--- src/rtl/ifu_pkg.sv ---
// Shared types and constants for the npc instruction-fetch unit.
package ifu_pkg;

    localparam int          XLEN_DEF     = 32;
    localparam int          ILEN_DEF     = 32;
    localparam logic [31:0] RESET_PC_DEF = 32'h8000_0000;
    localparam int          INSTR_BYTES  = 4;

    typedef struct packed {
        logic [XLEN_DEF-1:0] pc;
        logic [ILEN_DEF-1:0] instr;
    } fetch_entry_t;

endpackage

--- src/rtl/ifu_fetch_if.sv ---
// Instruction-memory request/response channel and decode-side output channel.
interface ifu_fetch_if #(
    parameter int XLEN = 32,
    parameter int ILEN = 32
) ();

    logic            imem_req_valid;
    logic            imem_req_ready;
    logic [XLEN-1:0] imem_req_addr;
    logic            imem_rsp_valid;
    logic [ILEN-1:0] imem_rsp_data;
    logic            out_valid;
    logic            out_ready;
    logic [XLEN-1:0] out_pc;
    logic [ILEN-1:0] out_instr;

    modport master (
        output imem_req_valid, imem_req_addr, out_valid, out_pc, out_instr,
        input  imem_req_ready, imem_rsp_valid, imem_rsp_data, out_ready
    );

    modport slave (
        input  imem_req_valid, imem_req_addr, out_valid, out_pc, out_instr,
        output imem_req_ready, imem_rsp_valid, imem_rsp_data, out_ready
    );

endinterface

--- src/rtl/ifu_fetch_chk.sv ---
// Simulation-only protocol checks for ifu_fetch.
module ifu_fetch_chk (
    input logic clk,
    input logic reset,
    input logic rsp_unexpected
);

    a_rsp_without_request: assert property (@(posedge clk) disable iff (reset) !rsp_unexpected)
        else $error("ifu_fetch: imem response with no outstanding request");

endmodule

--- src/rtl/ifu_fifo.sv ---
// Generic synchronous FIFO with flush; push and pop may coincide even when full.
module ifu_fifo #(
    parameter int WIDTH = 8,
    parameter int DEPTH = 4
) (
    input  logic                       clk,
    input  logic                       reset,
    input  logic                       flush,
    input  logic                       push,
    input  logic [WIDTH-1:0]           push_data,
    input  logic                       pop,
    output logic [WIDTH-1:0]           pop_data,
    output logic [$clog2(DEPTH+1)-1:0] count,
    output logic                       full,
    output logic                       empty
);

    localparam int PW = (DEPTH > 1) ? $clog2(DEPTH) : 1;
    localparam int CW = $clog2(DEPTH + 1);

    logic [WIDTH-1:0] mem_q [DEPTH];
    logic [PW-1:0]    rd_ptr_q;
    logic [PW-1:0]    wr_ptr_q;
    logic [CW-1:0]    count_q;
    logic             do_push_s;
    logic             do_pop_s;

    function automatic logic [PW-1:0] ptr_inc(input logic [PW-1:0] p);
        if (p == PW'(DEPTH - 1)) begin
            return PW'(0);
        end else begin
            return p + PW'(1);
        end
    endfunction

    assign full      = (count_q == CW'(DEPTH));
    assign empty     = (count_q == CW'(0));
    assign count     = count_q;
    assign pop_data  = mem_q[rd_ptr_q];
    assign do_pop_s  = pop && !empty;
    assign do_push_s = push && (!full || do_pop_s);

    // Pointer and occupancy bookkeeping; flush wins over push/pop.
    always_ff @(posedge clk) begin
        if (reset || flush) begin
            rd_ptr_q <= PW'(0);
            wr_ptr_q <= PW'(0);
            count_q  <= CW'(0);
        end else begin
            if (do_push_s) begin
                wr_ptr_q <= ptr_inc(wr_ptr_q);
            end
            if (do_pop_s) begin
                rd_ptr_q <= ptr_inc(rd_ptr_q);
            end
            case ({do_push_s, do_pop_s})
                2'b10:   count_q <= count_q + CW'(1);
                2'b01:   count_q <= count_q - CW'(1);
                default: count_q <= count_q;
            endcase
        end
    end

    always_ff @(posedge clk) begin
        if (do_push_s) begin
            mem_q[wr_ptr_q] <= push_data;
        end
    end

endmodule

--- src/rtl/ifu_fetch.sv ---
// Instruction-fetch unit: sequential PC generation, in-order imem requests, fetch queue, redirect.
// Optional FETCH_TRACE_EN prints delivered instructions and redirects.
module ifu_fetch
    import ifu_pkg::*;
#(
    parameter int              XLEN            = XLEN_DEF,
    parameter int              ILEN            = ILEN_DEF,
    parameter int              DEPTH           = 4,
    parameter int              MAX_OUTSTANDING = 2,
    parameter logic [XLEN-1:0] RESET_PC        = XLEN'(RESET_PC_DEF)
) (
    input  logic            clk,
    input  logic            reset,
    input  logic            redirect_valid,
    input  logic [XLEN-1:0] redirect_pc,
    ifu_fetch_if.master     bus
);

    localparam int OW = $clog2(MAX_OUTSTANDING + 1);
    localparam int QW = $clog2(DEPTH + 1);
    localparam int EW = XLEN + ILEN;

    logic [XLEN-1:0] fetch_pc_q,    fetch_pc_d;
    logic [OW-1:0]   outstanding_q, outstanding_d;
    logic [OW-1:0]   drop_cnt_q,    drop_cnt_d;

    logic            req_valid_s, req_fire_s;
    logic            rsp_ok_s, bypass_s, keep_s, out_fire_s;
    logic [XLEN-1:0] inflight_pc_s, rsp_pc_s;
    logic [OW-1:0]   inflight_count_s;
    logic            inflight_full_s, inflight_empty_s;
    logic [EW-1:0]   q_head_s;
    logic [QW-1:0]   q_count_s;
    logic            q_full_s, q_empty_s;
    logic            unused_s;

    // Space for every response is reserved at issue, so the queue can never overflow.
    assign req_valid_s = !reset && !redirect_valid
                       && ((32'(outstanding_q) + 32'(q_count_s)) < 32'(DEPTH))
                       && (32'(outstanding_q) < 32'(MAX_OUTSTANDING));
    assign req_fire_s  = req_valid_s && bus.imem_req_ready;

    // A zero-latency response to this cycle's request bypasses the in-flight PC FIFO.
    assign bypass_s    = bus.imem_rsp_valid && req_fire_s && (outstanding_q == OW'(0));
    assign rsp_ok_s    = bus.imem_rsp_valid && ((outstanding_q != OW'(0)) || req_fire_s);
    assign keep_s      = rsp_ok_s && (drop_cnt_q == OW'(0)) && !redirect_valid;
    assign rsp_pc_s    = bypass_s ? fetch_pc_q : inflight_pc_s;
    assign out_fire_s  = bus.out_valid && bus.out_ready;

    assign bus.imem_req_valid = req_valid_s;
    assign bus.imem_req_addr  = fetch_pc_q;
    assign bus.out_valid      = !reset && !q_empty_s;
    assign bus.out_pc         = bus.out_valid ? q_head_s[EW-1:ILEN] : XLEN'(0);
    assign bus.out_instr      = bus.out_valid ? q_head_s[ILEN-1:0]  : ILEN'(0);

    assign unused_s = &{1'b0, q_full_s, inflight_full_s, inflight_empty_s,
                        inflight_count_s, redirect_pc[1:0]};

    ifu_fifo #(.WIDTH(XLEN), .DEPTH(MAX_OUTSTANDING)) u_inflight (
        .clk       (clk),
        .reset     (reset),
        .flush     (redirect_valid),
        .push      (req_fire_s && !bypass_s),
        .push_data (fetch_pc_q),
        .pop       (rsp_ok_s && (drop_cnt_q == OW'(0)) && !bypass_s),
        .pop_data  (inflight_pc_s),
        .count     (inflight_count_s),
        .full      (inflight_full_s),
        .empty     (inflight_empty_s)
    );

    ifu_fifo #(.WIDTH(EW), .DEPTH(DEPTH)) u_queue (
        .clk       (clk),
        .reset     (reset),
        .flush     (redirect_valid),
        .push      (keep_s),
        .push_data ({rsp_pc_s, bus.imem_rsp_data}),
        .pop       (out_fire_s),
        .pop_data  (q_head_s),
        .count     (q_count_s),
        .full      (q_full_s),
        .empty     (q_empty_s)
    );

    // Next-state for PC, outstanding count and the stale-response drop counter.
    always_comb begin
        fetch_pc_d    = fetch_pc_q;
        outstanding_d = outstanding_q;
        drop_cnt_d    = drop_cnt_q;
        case ({req_fire_s, rsp_ok_s})
            2'b10:   outstanding_d = outstanding_q + OW'(1);
            2'b01:   outstanding_d = outstanding_q - OW'(1);
            default: outstanding_d = outstanding_q;
        endcase
        if (redirect_valid) begin
            fetch_pc_d = {redirect_pc[XLEN-1:2], 2'b00};
            drop_cnt_d = outstanding_q - OW'(rsp_ok_s);
        end else begin
            if (req_fire_s) begin
                fetch_pc_d = fetch_pc_q + XLEN'(INSTR_BYTES);
            end else begin
                fetch_pc_d = fetch_pc_q;
            end
            if (rsp_ok_s && (drop_cnt_q != OW'(0))) begin
                drop_cnt_d = drop_cnt_q - OW'(1);
            end else begin
                drop_cnt_d = drop_cnt_q;
            end
        end
    end

    always_ff @(posedge clk) begin
        if (reset) begin
            fetch_pc_q    <= RESET_PC;
            outstanding_q <= OW'(0);
            drop_cnt_q    <= OW'(0);
        end else begin
            fetch_pc_q    <= fetch_pc_d;
            outstanding_q <= outstanding_d;
            drop_cnt_q    <= drop_cnt_d;
        end
    end

`ifdef FETCH_TRACE_EN
    always_ff @(posedge clk) begin
        if (!reset && out_fire_s) begin
            $display("PC=0x%08x | instr=0x%08x", bus.out_pc, bus.out_instr);
        end
        if (!reset && redirect_valid) begin
            $display("REDIRECT -> 0x%08x", {redirect_pc[XLEN-1:2], 2'b00});
        end
    end
`else
`endif

`ifndef SYNTHESIS
    ifu_fetch_chk u_chk (
        .clk            (clk),
        .reset          (reset),
        .rsp_unexpected (bus.imem_rsp_valid && !rsp_ok_s)
    );
`endif

endmodule

--- src/flat_wrapper.sv ---
// flat-port wrapper written by rule: the top's interface ports become plain ports
module ifu_fetch_flat import ifu_pkg::*;
#(
    parameter int              XLEN            = XLEN_DEF,
    parameter int              ILEN            = ILEN_DEF,
    parameter int              DEPTH           = 4,
    parameter int              MAX_OUTSTANDING = 2,
    parameter logic [XLEN-1:0] RESET_PC        = XLEN'(RESET_PC_DEF)
)
  (clk, reset, redirect_valid, redirect_pc, bus_imem_req_valid, bus_imem_req_addr, bus_out_valid, bus_out_pc, bus_out_instr, bus_imem_req_ready, bus_imem_rsp_valid, bus_imem_rsp_data, bus_out_ready);
  ifu_fetch_if #(.XLEN(XLEN), .ILEN(ILEN)) bus_i ();
  input  logic clk;
  input  logic reset;
  input  logic redirect_valid;
  input  logic [XLEN-1:0] redirect_pc;
  output wire logic [$bits(bus_i.imem_req_valid)-1:0] bus_imem_req_valid;
  output wire logic [$bits(bus_i.imem_req_addr)-1:0] bus_imem_req_addr;
  output wire logic [$bits(bus_i.out_valid)-1:0] bus_out_valid;
  output wire logic [$bits(bus_i.out_pc)-1:0] bus_out_pc;
  output wire logic [$bits(bus_i.out_instr)-1:0] bus_out_instr;
  input wire logic [$bits(bus_i.imem_req_ready)-1:0] bus_imem_req_ready;
  input wire logic [$bits(bus_i.imem_rsp_valid)-1:0] bus_imem_rsp_valid;
  input wire logic [$bits(bus_i.imem_rsp_data)-1:0] bus_imem_rsp_data;
  input wire logic [$bits(bus_i.out_ready)-1:0] bus_out_ready;
  assign bus_imem_req_valid = bus_i.imem_req_valid;
  assign bus_imem_req_addr = bus_i.imem_req_addr;
  assign bus_out_valid = bus_i.out_valid;
  assign bus_out_pc = bus_i.out_pc;
  assign bus_out_instr = bus_i.out_instr;
  assign bus_i.imem_req_ready = bus_imem_req_ready;
  assign bus_i.imem_rsp_valid = bus_imem_rsp_valid;
  assign bus_i.imem_rsp_data = bus_imem_rsp_data;
  assign bus_i.out_ready = bus_out_ready;
  ifu_fetch #(.XLEN(XLEN), .ILEN(ILEN), .DEPTH(DEPTH), .MAX_OUTSTANDING(MAX_OUTSTANDING), .RESET_PC(RESET_PC)) u_core (.clk(clk), .reset(reset), .redirect_valid(redirect_valid), .redirect_pc(redirect_pc), .bus(bus_i));
endmodule
--- config.mk ---
export PLATFORM = sky130hd
export DESIGN_NAME = ifu_fetch_flat
export DESIGN_NICKNAME = d
export VERILOG_FILES = /design/src/rtl/ifu_pkg.sv /design/src/rtl/ifu_fetch_if.sv /design/src/rtl/ifu_fetch_chk.sv /design/src/rtl/ifu_fifo.sv /design/src/rtl/ifu_fetch.sv /design/src/flat_wrapper.sv
export SDC_FILE = /design/constraint.sdc
export NUM_CORES = 1
export LEC_CHECK = 0
export ABC_AREA = 1
export CORE_UTILIZATION = 42
export DETAILED_ROUTE_END_ITERATION = 16
export SLEW_MARGIN = 15
export SYNTH_ARGS = -nofsm -noshare
export SYNTH_HDL_FRONTEND = slang
export SYNTH_SLANG_ARGS = --single-unit
--- constraint.sdc ---
create_clock -name clk -period 4.9 [get_ports clk]
set_input_delay 0.98 -clock clk [delete_from_list [all_inputs] [get_ports clk]]
set_output_delay 0.98 -clock clk [all_outputs]
set_load 0.01 [all_outputs]
==> key figures <==
Outcome
  – Status: finished clean

Global route
  – Grt ovf: 0
  – Initial antenna violation count: 0
  – First-pass GRT wire length: 54,300 um
  – Largest net degree at the start of global routing: 77
  – Vias in the first global route: slightly above 10,000
  – GR Util All Layers: about a fifth

Finish
  – Final instance area: between 0.015 and 0.02 mm^2
  – # fillers: 3,102
  – Area Growth Syn to Fin: 22.5%
  – Nets@finish: 1,618
  – FF+latch area: slightly above 0.01 mm^2
  – Share of cells above drive strength 1: around 6.6%
  – Ant diodes: 0
  – Multi-input logic area: roughly 0.0042 mm^2

STA
  – Fmax: 256 MHz
  – Tcrit/Tclk final: ~80%
  – Final Hold Fails: 0
  – Final min period: between 3 and 4 ns
  – RSZ-0062 raised after global routing: false
  – Setup_tns: 0 ns
  – Worst rel slew slack: between 30% and 40%
  – Final Skew: ~0.016 ns
  – Slew @ Worst Pin: ~1.0 ns
  – Final setup violating endpoints: 0
  – Final Max Tran Viols: 0

Synthesis
  – Mean post-synth cell area: 10.9 um^2
  – Syn. warnings: 0
  – Top-area cell type share of the netlist area: 61.5%
  – Post-synthesis mux area share: less than 1%
  – Cell taking the most area after synthesis: edfxtp_1
  – Unique masters post-synth: 40
  – Synth area leaders: edfxtp_1, nor2_1, dfxtp_1
  – Async S/R FF share, synth: 0%
  – Dominant synthesized flop cell: edfxtp_1
  – Number of synthesized flops with an enable pin: slightly above 300
  – Synth top cells by count: edfxtp_1, nor2_1, o21ai_0
  – Area share of fa/ha/maj cells after synthesis: 0.965%
  – Post-Synth XOR/XNOR Area: under 10%
  – Most frequent cell after synthesis: edfxtp_1
  – Post-Syn Area: 0.0150 mm^2
  – Synth Area in Compound Gates: 11.8%
  – Mapped Cells: roughly 1,400
  – Register bit count reported by yosys: about 360
  – Largest family of logic cells by synthesized area: simple AND/OR/NAND/NOR gates
  – Seq/Total Area, Yosys: about 68%
  – Synth Area in Simple Gates: a little over an eighth

Floorplan
  – Starting Density: a little over two fifths
  – Core area: approximately 0.035 mm^2
  – Number of top-level pins: about 170
  – Row count: a little under 70
  – Die H: 191 um
  – Die area: between 0.03 and 0.04 mm^2
  – Die X: 191 um

Pwr
  – Total power: approximately 6600 uW
  – Leak Pwr: 0.00631 uW
  – Peak supply drop: about 0.00021 V
  – Power density cells: between 300 and 400 mW/mm^2

Place
  – GPL Wtd Cong: 0.854
  – Port-buffer cells: 161
  – Post-DP Area: around 0.017 mm^2
  – DP HPWL: ~21,000 um

Hold path
  – HP Start: u_core.drop_cnt_q[1]$_SDFFE_PP0P_
  – Hold Crit Class: flop to flop
  – WHS Endpoint: u_core.drop_cnt_q[1]$_SDFFE_PP0P_
  – WHS Path Cells: 2

Worst setup path
  – Required time of the critical path: 3.92 ns
  – Critical Path Start Type: flop
  – R2R depth: 9
  – Capturing point of the worst reg2reg path: u_core.u_queue.mem_q[1][46]$_DFFE_PP_
  – RR Startpoint: u_core.outstanding_q[1]$_SDFFE_PP0P_
  – Critical setup path kind: flop to output pin
  – CP max FO: 44
  – R2R Setup Slk: between 2 and 2.5 ns
  – CP Capture Type: output pin
  – Arr. time, crit path: ~3 ns

CTS
  – Post-CTS sizing: 0
  – Num CTS Buffers: 40
  – CTS tree: done
  – Clk buf depth: 3
  – H-Tree Level Count: 2
  – Worst-path clk slew: approximately 0.060 ns
  – Setup bufs post-CTS: 0
  – Hold buffers post-CTS: 0
  – CTS sink cnt: approximately 360
  – Worst skew pair latency: roughly 0.52 ns
  – Clock Root Buffer: clkbuf_16

Drt
  – Vias per cell: a little over 5
  – Drt wl/cell: roughly 17 um
  – 1st-pass router iterations: 5
  – Routed WL: between 30,000 and 40,000 um
  – DR iter-0 viols: between 500 and 600
  – DRC: 0
  – ANT nets after route: 0
  – Vias: ~10,000

Job
  – Max-cap violations: 0
[power breakdown]
part	internal [uW]	leakage, uW	switching, uW
Clock	1700	0.000599	1120
Sequential	3360	0.00319	53.3
Combinational	171	0.00253	234
Total	5230	0.00631	1410
[worst max path at each step]
stage                        start                                    to  depth (start not counted)
finish                        flop                        bus_out_pc[13]                          6
floorplan           redirect_valid  u_core.u_queue.mem_q[0][0]$_DFFE_PP_                          7
global placement             reset                        bus_out_pc[16]                          6
global route                  flop                        bus_out_pc[13]                          6
detailed placement           reset                        bus_out_pc[16]                          6
CTS                           flop                        bus_out_pc[16]                          6
[logic make-up after synthesis]
group / count (synthesis)
xor+xnor: 24
other cells: 1
compound gates: 326
fa+ha+maj: 11
simple gates: 489
mux: 2
flops: 356
buf+inv: 175
[layout by cell type (no fill, tap or decap), types with 2 or more instances in the layout]
cell and n:
o21ai_1 17, clkbuf_16 41, edfxtp_1 308, inv_1 95
mux2i_1 2, ha_1 10, dfxtp_1 45, clkinv_2 5
nand2_1 137, xor2_1 23, clkdlybuf4s50_1 161, o211ai_1 30
clkbuf_1 14, dfxtp_2 2, o21ai_0 159, clkinv_1 8
nor2_4 9, nand2_2 4, nor2_1 289, nor3_1 15
buf_12 5, nand4_1 8, nor2_2 5, o221ai_1 4
buf_4 16, conb_1 4, bufinv_16 3, a31oi_1 12
nand3_2 4, a21oi_1 96, nand3_1 15, inv_2 4
o21a_1 2
[state kept, by name, summed over array words and instances (netlist names), named ones only]
name and count:
u_core.u_inflight.count 2, u_core.u_inflight.rd_ptr_q 1, u_core.bus.imem_req_addr 30, u_core.u_queue.count 3, u_core.u_queue.rd_ptr_q 2, u_core.drop_cnt_q 2, u_core.outstanding_q 2, u_core.u_queue.mem_q 248
u_core.u_queue.wr_ptr_q 2, u_core.u_inflight.wr_ptr_q 1, u_core.u_inflight.mem_q 60
[per-layer routing]
layer / vias to the layer above / wire [um] / global-route usage, %
li1: 5109 / - / -
met1: 4842 / 16000 / 25.6
met2: 274 / 16300 / 32.1
met3: 45 / 1840 / 3.12
met4: 0 / 694 / 5.31
met5: - / 0 / 0
[critical path, stage by stage (launching register included)]
cell             delay (ns)
dfxtp_4                0.68
buf_4                  0.51
nor2_1                 0.10
nor2_1                 0.09
o21ai_0                0.09
a21oi_1                0.33
clkdlybuf4s50_1        0.60
[stage by stage]
step	cells	hold WS, ns	util, %	worst slack, ns
finish	2021	0.464	52.8	0.988
global route	2021	0.500	52.8	0.772
CTS	2021	0.466	52.8	0.886
detailed placement	1950	0.457	49.3	0.964
global placement	1950	0.454	49.3	0.975
floorplan	1387	0.443	-	0.0190
[cell type report]
cell class | instances | share of cell area, %
Sequential cell | 356 | 55.4
Multi-Input combinational cell | 856 | 22.8
Timing Repair Buffer | 182 | 9.94
Clock buffer | 55 | 5.85
Tap cell | 455 | 3.09
Inverter | 101 | 2.06
Clock inverter | 16 | 0.835
Note: power is estimated with default switching activity, not from simulation.
